--- src/rtl/echo_ctrl.sv ---
// echo_ctrl: per-sample sequencer for the stereo echo engine (accept, start, wait, output).
// Define ECHO_GLIDE_EN to step delay_samples by one per accepted sample instead of jumping.
module echo_ctrl #(
    parameter int SAMPLE_WIDTH     = 13,
    parameter int SINGLE_ADC_WIDTH = 16,
    parameter int SINGLE_DAC_WIDTH = 19,
    parameter int ADC_DATA_WIDTH   = 32,
    parameter int DAC_DATA_WIDTH   = 38,
    parameter int MAX_DELAY        = 8191,
    parameter int TIMEOUT_CYCLES   = 255
) (
    input  logic                      clk,
    input  logic                      rst_n,
    input  logic                      sample_valid,
    input  logic [ADC_DATA_WIDTH-1:0] sample_in,
    input  logic [SAMPLE_WIDTH-1:0]   delay_target,
    input  logic                      bypass,
    output logic                      echo_start,
    output logic [ADC_DATA_WIDTH-1:0] echo_din,
    output logic [SAMPLE_WIDTH-1:0]   delay_samples,
    input  logic                      echo_Done,
    input  logic [DAC_DATA_WIDTH-1:0] Echo_Out,
    output logic [DAC_DATA_WIDTH-1:0] dout,
    output logic                      dout_valid,
    output logic                      busy,
    output logic                      overrun,
    output logic                      timeout_err
);

    localparam int EXT = SINGLE_DAC_WIDTH - SINGLE_ADC_WIDTH;
    localparam int TW  = (TIMEOUT_CYCLES > 1) ? $clog2(TIMEOUT_CYCLES) : 1;
    localparam logic [TW-1:0] WD_LAST = TW'(TIMEOUT_CYCLES - 1);
    localparam logic [SAMPLE_WIDTH-1:0] MAX_D = SAMPLE_WIDTH'(MAX_DELAY);

    typedef enum logic [1:0] {
        IDLE,
        START,
        WAIT,
        OUT
    } state_t;

    state_t                    state_q, state_d;
    logic [ADC_DATA_WIDTH-1:0] din_q, din_d;
    logic [SAMPLE_WIDTH-1:0]   dly_q, dly_d;
    logic [DAC_DATA_WIDTH-1:0] dout_q, dout_d;
    logic [TW-1:0]             wd_q, wd_d;
    logic [SAMPLE_WIDTH-1:0]   tgt_clamped;
    logic [SAMPLE_WIDTH-1:0]   dly_next;
    logic                      to_fire;

    // Sign-extend each channel of a {left, right} sample to DAC width.
    function automatic logic [DAC_DATA_WIDTH-1:0] sext(
        input logic [ADC_DATA_WIDTH-1:0] s
    );
        logic [SINGLE_ADC_WIDTH-1:0] l;
        logic [SINGLE_ADC_WIDTH-1:0] r;
        l = s[ADC_DATA_WIDTH-1:SINGLE_ADC_WIDTH];
        r = s[SINGLE_ADC_WIDTH-1:0];
        return {{EXT{l[SINGLE_ADC_WIDTH-1]}}, l,
                {EXT{r[SINGLE_ADC_WIDTH-1]}}, r};
    endfunction

    always_comb begin
        tgt_clamped = delay_target;
        if (delay_target > MAX_D) begin
            tgt_clamped = MAX_D;
        end
    end

`ifdef ECHO_GLIDE_EN
    always_comb begin
        dly_next = dly_q;
        if (dly_q < tgt_clamped) begin
            dly_next = dly_q + SAMPLE_WIDTH'(1);
        end else if (dly_q > tgt_clamped) begin
            dly_next = dly_q - SAMPLE_WIDTH'(1);
        end
    end
`else
    always_comb begin
        dly_next = tgt_clamped;
    end
`endif

    always_comb begin
        state_d = state_q;
        din_d   = din_q;
        dly_d   = dly_q;
        dout_d  = dout_q;
        wd_d    = wd_q;
        to_fire = 1'b0;
        unique case (state_q)
            IDLE: begin
                if (sample_valid) begin
                    din_d = sample_in;
                    dly_d = dly_next;
                    if (bypass) begin
                        dout_d  = sext(sample_in);
                        state_d = OUT;
                    end else begin
                        state_d = START;
                    end
                end
            end
            START: begin
                wd_d    = '0;
                state_d = WAIT;
            end
            WAIT: begin
                // Done wins over a watchdog expiry landing in the same cycle.
                if (echo_Done) begin
                    dout_d  = Echo_Out;
                    state_d = OUT;
                end else if (wd_q == WD_LAST) begin
                    dout_d  = sext(din_q);
                    to_fire = 1'b1;
                    state_d = OUT;
                end else begin
                    wd_d = wd_q + TW'(1);
                end
            end
            OUT: begin
                state_d = IDLE;
            end
            default: begin
                state_d = IDLE;
            end
        endcase
    end

    always_ff @(posedge clk or negedge rst_n) begin
        if (!rst_n) begin
            state_q <= IDLE;
            din_q   <= '0;
            dly_q   <= '0;
            dout_q  <= '0;
            wd_q    <= '0;
        end else begin
            state_q <= state_d;
            din_q   <= din_d;
            dly_q   <= dly_d;
            dout_q  <= dout_d;
            wd_q    <= wd_d;
        end
    end

    assign echo_start    = (state_q == START);
    assign dout_valid    = (state_q == OUT);
    assign busy          = (state_q != IDLE);
    assign overrun       = sample_valid && (state_q != IDLE);
    assign timeout_err   = to_fire;
    assign echo_din      = din_q;
    assign delay_samples = dly_q;
    assign dout          = dout_q;

endmodule
--- config.mk ---
export PLATFORM = sky130hd
export DESIGN_NAME = echo_ctrl
export DESIGN_NICKNAME = d
export VERILOG_FILES = /design/src/rtl/echo_ctrl.sv
export SDC_FILE = /design/constraint.sdc
export NUM_CORES = 1
export LEC_CHECK = 0
export ABC_AREA = 1
export ABC_CLOCK_PERIOD_IN_PS = 4100
export CAP_MARGIN = 10
export CORE_UTILIZATION = 49
export DETAILED_ROUTE_END_ITERATION = 12
export PLACE_DENSITY = 0.87
export SKIP_LAST_GASP = 1
export SYNTH_ARGS = -nofsm -noshare
export SYNTH_HDL_FRONTEND = slang
export SYNTH_SLANG_ARGS = --single-unit
--- constraint.sdc ---
create_clock -name clk -period 4.1 [get_ports clk]
set_clock_uncertainty 0.1 [all_clocks]
set_input_delay 0.82 -clock clk [delete_from_list [all_inputs] [get_ports clk]]
set_output_delay 0.82 -clock clk [all_outputs]
set_load 0.05 [all_outputs]
# ---- Yosys cells after proc, flatten, opt, wreduce, memory -nomap -nowiden
# Cells that the tools add are included.
dict set report word_totals {
  ff_bits 93
}
dict set report op_classes {
  n_eq_ne 9
  mux 17
  reduce_logical 9
  n_lt_le_gt_ge 1
  addsub 1
}
# operator count
set op_table {}
lappend op_table {{two-way mux 38 bit} 4}
lappend op_table {{case mux 38 bit (2 select lines)} 1}
lappend op_table {{two-way mux 8 bit} 2}
lappend op_table {{case mux 8 bit (2 select lines)} 1}
lappend op_table {{greater-than comparator 13 bit, second input constant} 1}
lappend op_table {{two-way mux 13 bit} 1}
lappend op_table {{adder 8 x 1 -> 8 bit, second input constant} 1}
lappend op_table {{== test 8 bit, second input constant} 1}
lappend op_table {{two-way mux 2 bit} 4}
lappend op_table {{inequality test 2 bit, second input constant} 4}
lappend op_table {{case mux 2 bit (4 select lines)} 1}
lappend op_table {{nonzero test 2 bit} 3}
lappend op_table {{== test 2 bit, second input constant} 2}
lappend op_table {{AND reduction 2 bit} 2}
lappend op_table {{AND reduction 4 bit} 1}
lappend op_table {{two-way mux 1 bit} 3}
lappend op_table {{inequality test 3 bit, second input constant} 1}
lappend op_table {{AND reduction 3 bit} 1}
lappend op_table {{== test 2 x 1 -> 1 bit, second input constant} 1}
lappend op_table {{zero test 2 bit} 1}
lappend op_table {{logical AND 1 bit} 1}

# ---- Longest topological paths before layout
dict set report logic_depth {
  word_depth 4
  mapped_depth 11
  mapped_depth_nobuf 9
}

# ---- Least setup slack after synthesis
# No wires, ideal clock.
dict set report synth_timing {
  kind {input-to-output}
  start {input port echo_Done}
  end {output port timeout_err}
  t_required_ns 3.180
  setup_slack_ns 1.359
  cell_stages 3
  n_path_buf 2
  arrival_time_ns 1.821
  path_cell_list {clkbuf_1 > clkbuf_1 > nor2_1}
}
dict set report synth_via {
  elab_chain_cells 2
}
# element line
set synth_rtl {}
lappend synth_rtl {{start, declared} 21} ;# input logic echo_Done,
lappend synth_rtl {{two-way mux 1 bit} 111} ;# if (echo_Done) begin
lappend synth_rtl {{two-way mux 1 bit} 92} ;# unique case (state_q)
lappend synth_rtl {{end, declared} 27} ;# output logic timeout_err
# No other way between the ends.

# ---- Worst setup path in the final report
dict set report layout_timing {
  start {register state_q[0]}
  end {register dout_q[24], in the netlist dout[24]}
}
dict set report layout_via {
  elab_chain_cells 3
  elab_cells_between_ends 8
  classes_between {4 x eq/ne; 1 x mux; 3 x reduce/logical}
}
# element line
set layout_rtl {}
lappend layout_rtl {{start, declared} 42} ;# state_t state_q, state_d;
lappend layout_rtl {{start signal, assigned} 139} ;# state_q <= state_d;
lappend layout_rtl {{== test 2 bit / zero test 2 bit (equally long branches)} 92}
lappend layout_rtl {{inequality test 3 bit (no source line), or another cell as far along} --}
lappend layout_rtl {{AND reduction 4 bit (no source line)} --}
lappend layout_rtl {{end signal, assigned} 142} ;# dout_q <= dout_d;
lappend layout_rtl {{end, declared} 45} ;# logic [DAC_DATA_WIDTH-1:0] dout_q, dout_d;
# Parallel ways exist; a longest one is shown, timed or not.
# A chain may end at the register's enable or synchronous reset.

==> summary.md <==
| Metric | Value |
|---|---|
| Reg2reg end | dout[24] |
| Ys async rst share | 100% |
| Syn Area/Cell | 7.46 um^2 |
| Share of cells above drive strength 1 | 5.69% |
| N_diodes | 0 |
| Post-CTS setup buffer count | 0 |
| Critical Path Source | state_q[0] |
| Reg2reg start | state_q[0] |
| CTS Root Cell | clkbuf_8 |
| Reg2reg path depth | 7 |
| Antenna violations before repair | 0 |
| Predominant post-synthesis flop cell | dfrtp_1 |
| Yosys top cell by area | dfrtp_1 |
| Outcome | finished, final reports clean |
| CP Capture Point | dout[24] |
| Total wire length | 13500 um |
| Placed Area | 6650 um^2 |
| Post-synth EDFFs | 0 |
| Synth cell count leaders | 262 x nand2_1, 93 x dfrtp_1, 68 x inv_1 |
| Setup CP Type | flip-flop to flip-flop |
| Critical path peak fanout | 40 |
| CTS tree | done |
| Longest Clk Path Bufs | 2 |
| Slew Viols, Final | 0 |
| Power, Total | 6130 uW |
| Die Y | 102 um |
| Synth cell types | 24 |
| Synth area leaders | dfrtp_1 48%, nand2_1 20%, inv_1 5.2% |
| Syn Nets | 748 |
| Max cap viols | 0 |
| RSZ-0062 raised after global routing | no |
| Crit path buf inv count | 2 |
| H-tree Lvls | 3 |
| First-pass GRT wire length | 21600 um |
| Number of global-route vias before repair | 4669 |
| Area delta synth->final | 40.0% |
| Fraction of the yosys area taken by sequential cells | 47.7% |
| Mapped Area | 4880 um^2 |
| Hold Crit Class | flip-flop to flip-flop |
| Global route overflow | 0 |
| Most used cell, CP | nand2_1 |
| DRT iter0 DRCs | 164 |
| Gr usage total | 27.0% |
| Die area | 10400 um^2 |
| Worst-path clk slew | 0.09 ns |
| FMAX | 0.289 GHz |
| Largest net degree at the start of global routing | 81 |
| Family with the most delay on the worst path | simple AND/OR/NAND/NOR gates |
| Critical Path Max Stage Delay | 0.91 ns |
| CTS buffer count | 9 |
| Final instance area | 6830 um^2 |
| Headroom to the max-slew limit | 28.1% |
| Cell leakage power | 0.00343 uW |
| Slowest cell on the critical path | nand3_2 |
| Arr. time, crit path | 3.58 ns |
| Maximum vdd drop | 468 uV |
| R2r setup slk | 0.65 ns |
| Power Density | 898 nW/um^2 |
| Port Buffer Count | 175 |
| Initial Util | 50.1% |
| Post-CTS sizing | 0 |
| Remaining antenna violation count | 0 |
| TNS Setup | 0 ns |
| Worst-Skew Late Latency | 0.34 ns |
| Setup crit end kind | flip-flop |
| Die width | 102 um |
| Drt drc | 0 |
| Boundary Pins | 176 |
| Most frequent cell after synthesis | nand2_1 |
| Slew of the pin with the lowest slew margin | 1.08 ns |
| Final setup viols | 0 |
| CTS Hold Bufs | 0 |
| FF+latch count, synth | 93 |
| GP Congestion | 0.874 |
| DR pass1 iterations | 5 |
| Fin nets | 899 |
| Fin crit share | 84.3% |
| Yosys top cell area share | 47.7% |
| Critical Path Stages | 7 |
| CTS Sinks | 93 |
| Post-detailed-placement half-perimeter wirelength | 9190 um |
| Routed vias/inst | 5.10 |
| Row count | 36 |
| Final Hold Violating Endpoints | 0 |
| Minimum clock period | 3.45 ns |
| Yosys Warn Count | 0 |
| Area of the core | 9730 um^2 |
| Crit-path cells | inv_1 -> ha_2 -> inv_2 -> o21ai_4 -> nand3_2 -> nand2_1 -> nand2_1 |
| Vias | 4796 |
| Worst path required time | 4.23 ns |
| Syn Inst Count | 654 |
| Routed len/inst | 14.3 um |
| CP Launch Type | flip-flop |
==> registers in the layout, indices dropped and copies added, names as in the netlist <==
name           count
state_q            2
echo_din          32
delay_samples     13
wd_q               8
dout              38
==> routing by layer <==
layer / routed length, um / track usage (%) / share of wire (%)
met3: 1020 / 5.24 / 7.5
met2: 6700 / 46.8 / 50
met1: 5610 / 33.7 / 42
met5: 0 / 0 / 0
met4: 173 / 9.14 / 1.3
==> cell usage in the layout, fill, tap and decap left out <==
cell type        instances
a21oi_1                 30
buf_2                    1
buf_4                    8
bufinv_16                1
clkbuf_1                 2
clkbuf_8                10
clkdlybuf4s50_1        173
clkinv_2                 1
dfrtp_1                 93
ha_1                     5
ha_2                     1
inv_1                   68
inv_2                    2
mux2_2                  15
nand2_1                261
nand2_2                  2
nand3_1                 42
nand3_2                  1
nand3b_1                 1
nand4_1                 38
nor2_1                  37
nor2_2                   1
o21ai_0                  9
o21ai_4                  1
o21bai_1                 2
or2_1                    1
or2_2                    2
==> worst min-delay path, cell delays in order (launching register included) <==
cell,delay (ns)
dfrtp_1,0.36
nand2_1,0.05
nand2_1,0.05
==> final cells by class <==
type | count | area (um^2)
well taps | 133 | 166
clock inverters | 2 | 35.0
multi-input cells | 449 | 2090
fillers | 778 | 2900
clock buffers | 12 | 145
inverters | 70 | 263
flip-flops and latches | 93 | 2330
repair buffers | 182 | 1800
==> metrics by stage <==
step                hold slack [ns]  std cells  worst slack (ns)  util (%)
finish                        0.390        941             0.646      70.2
global route                  0.420        941             0.367      70.2
CTS                           0.393        941             0.673      70.2
detailed placement            0.369        927             0.701      68.3
global placement              0.363        927             0.866      68.3
floorplan                     0.369        654              1.36         -
==> power breakdown <==
| part | internal (uW) | switching [uW] |
|---|---|---|
| Sequential | 1340 | 241 |
| Combinational | 1260 | 2710 |
| Clock | 292 | 301 |
==> how the worst min path moves through the flow <==
stage             start        to  cells after the start
6_report       dout[21]  dout[21]                      2
5_1_grt        dout[11]  dout[11]                      2
4_1_cts        dout[20]  dout[20]                      2
3_5_place_dp   dout[16]  dout[16]                      2
3_3_place_gp   dout[37]  dout[37]                      2
2_1_floorplan   wd_q[4]   wd_q[4]                      2
==> cells by family after synthesis <==
kind of cell               after synthesis  synth area share (%)
DFF                                     93                  47.7
AOI/OAI and AO/OA                       42                  4.49
adders and majority gates                6                  1.54
buffers and inverters                  112                  9.62
muxes                                   15                  3.46
and+or+nand+nor                        386                  33.2
(Power assumes the default switching activity.)
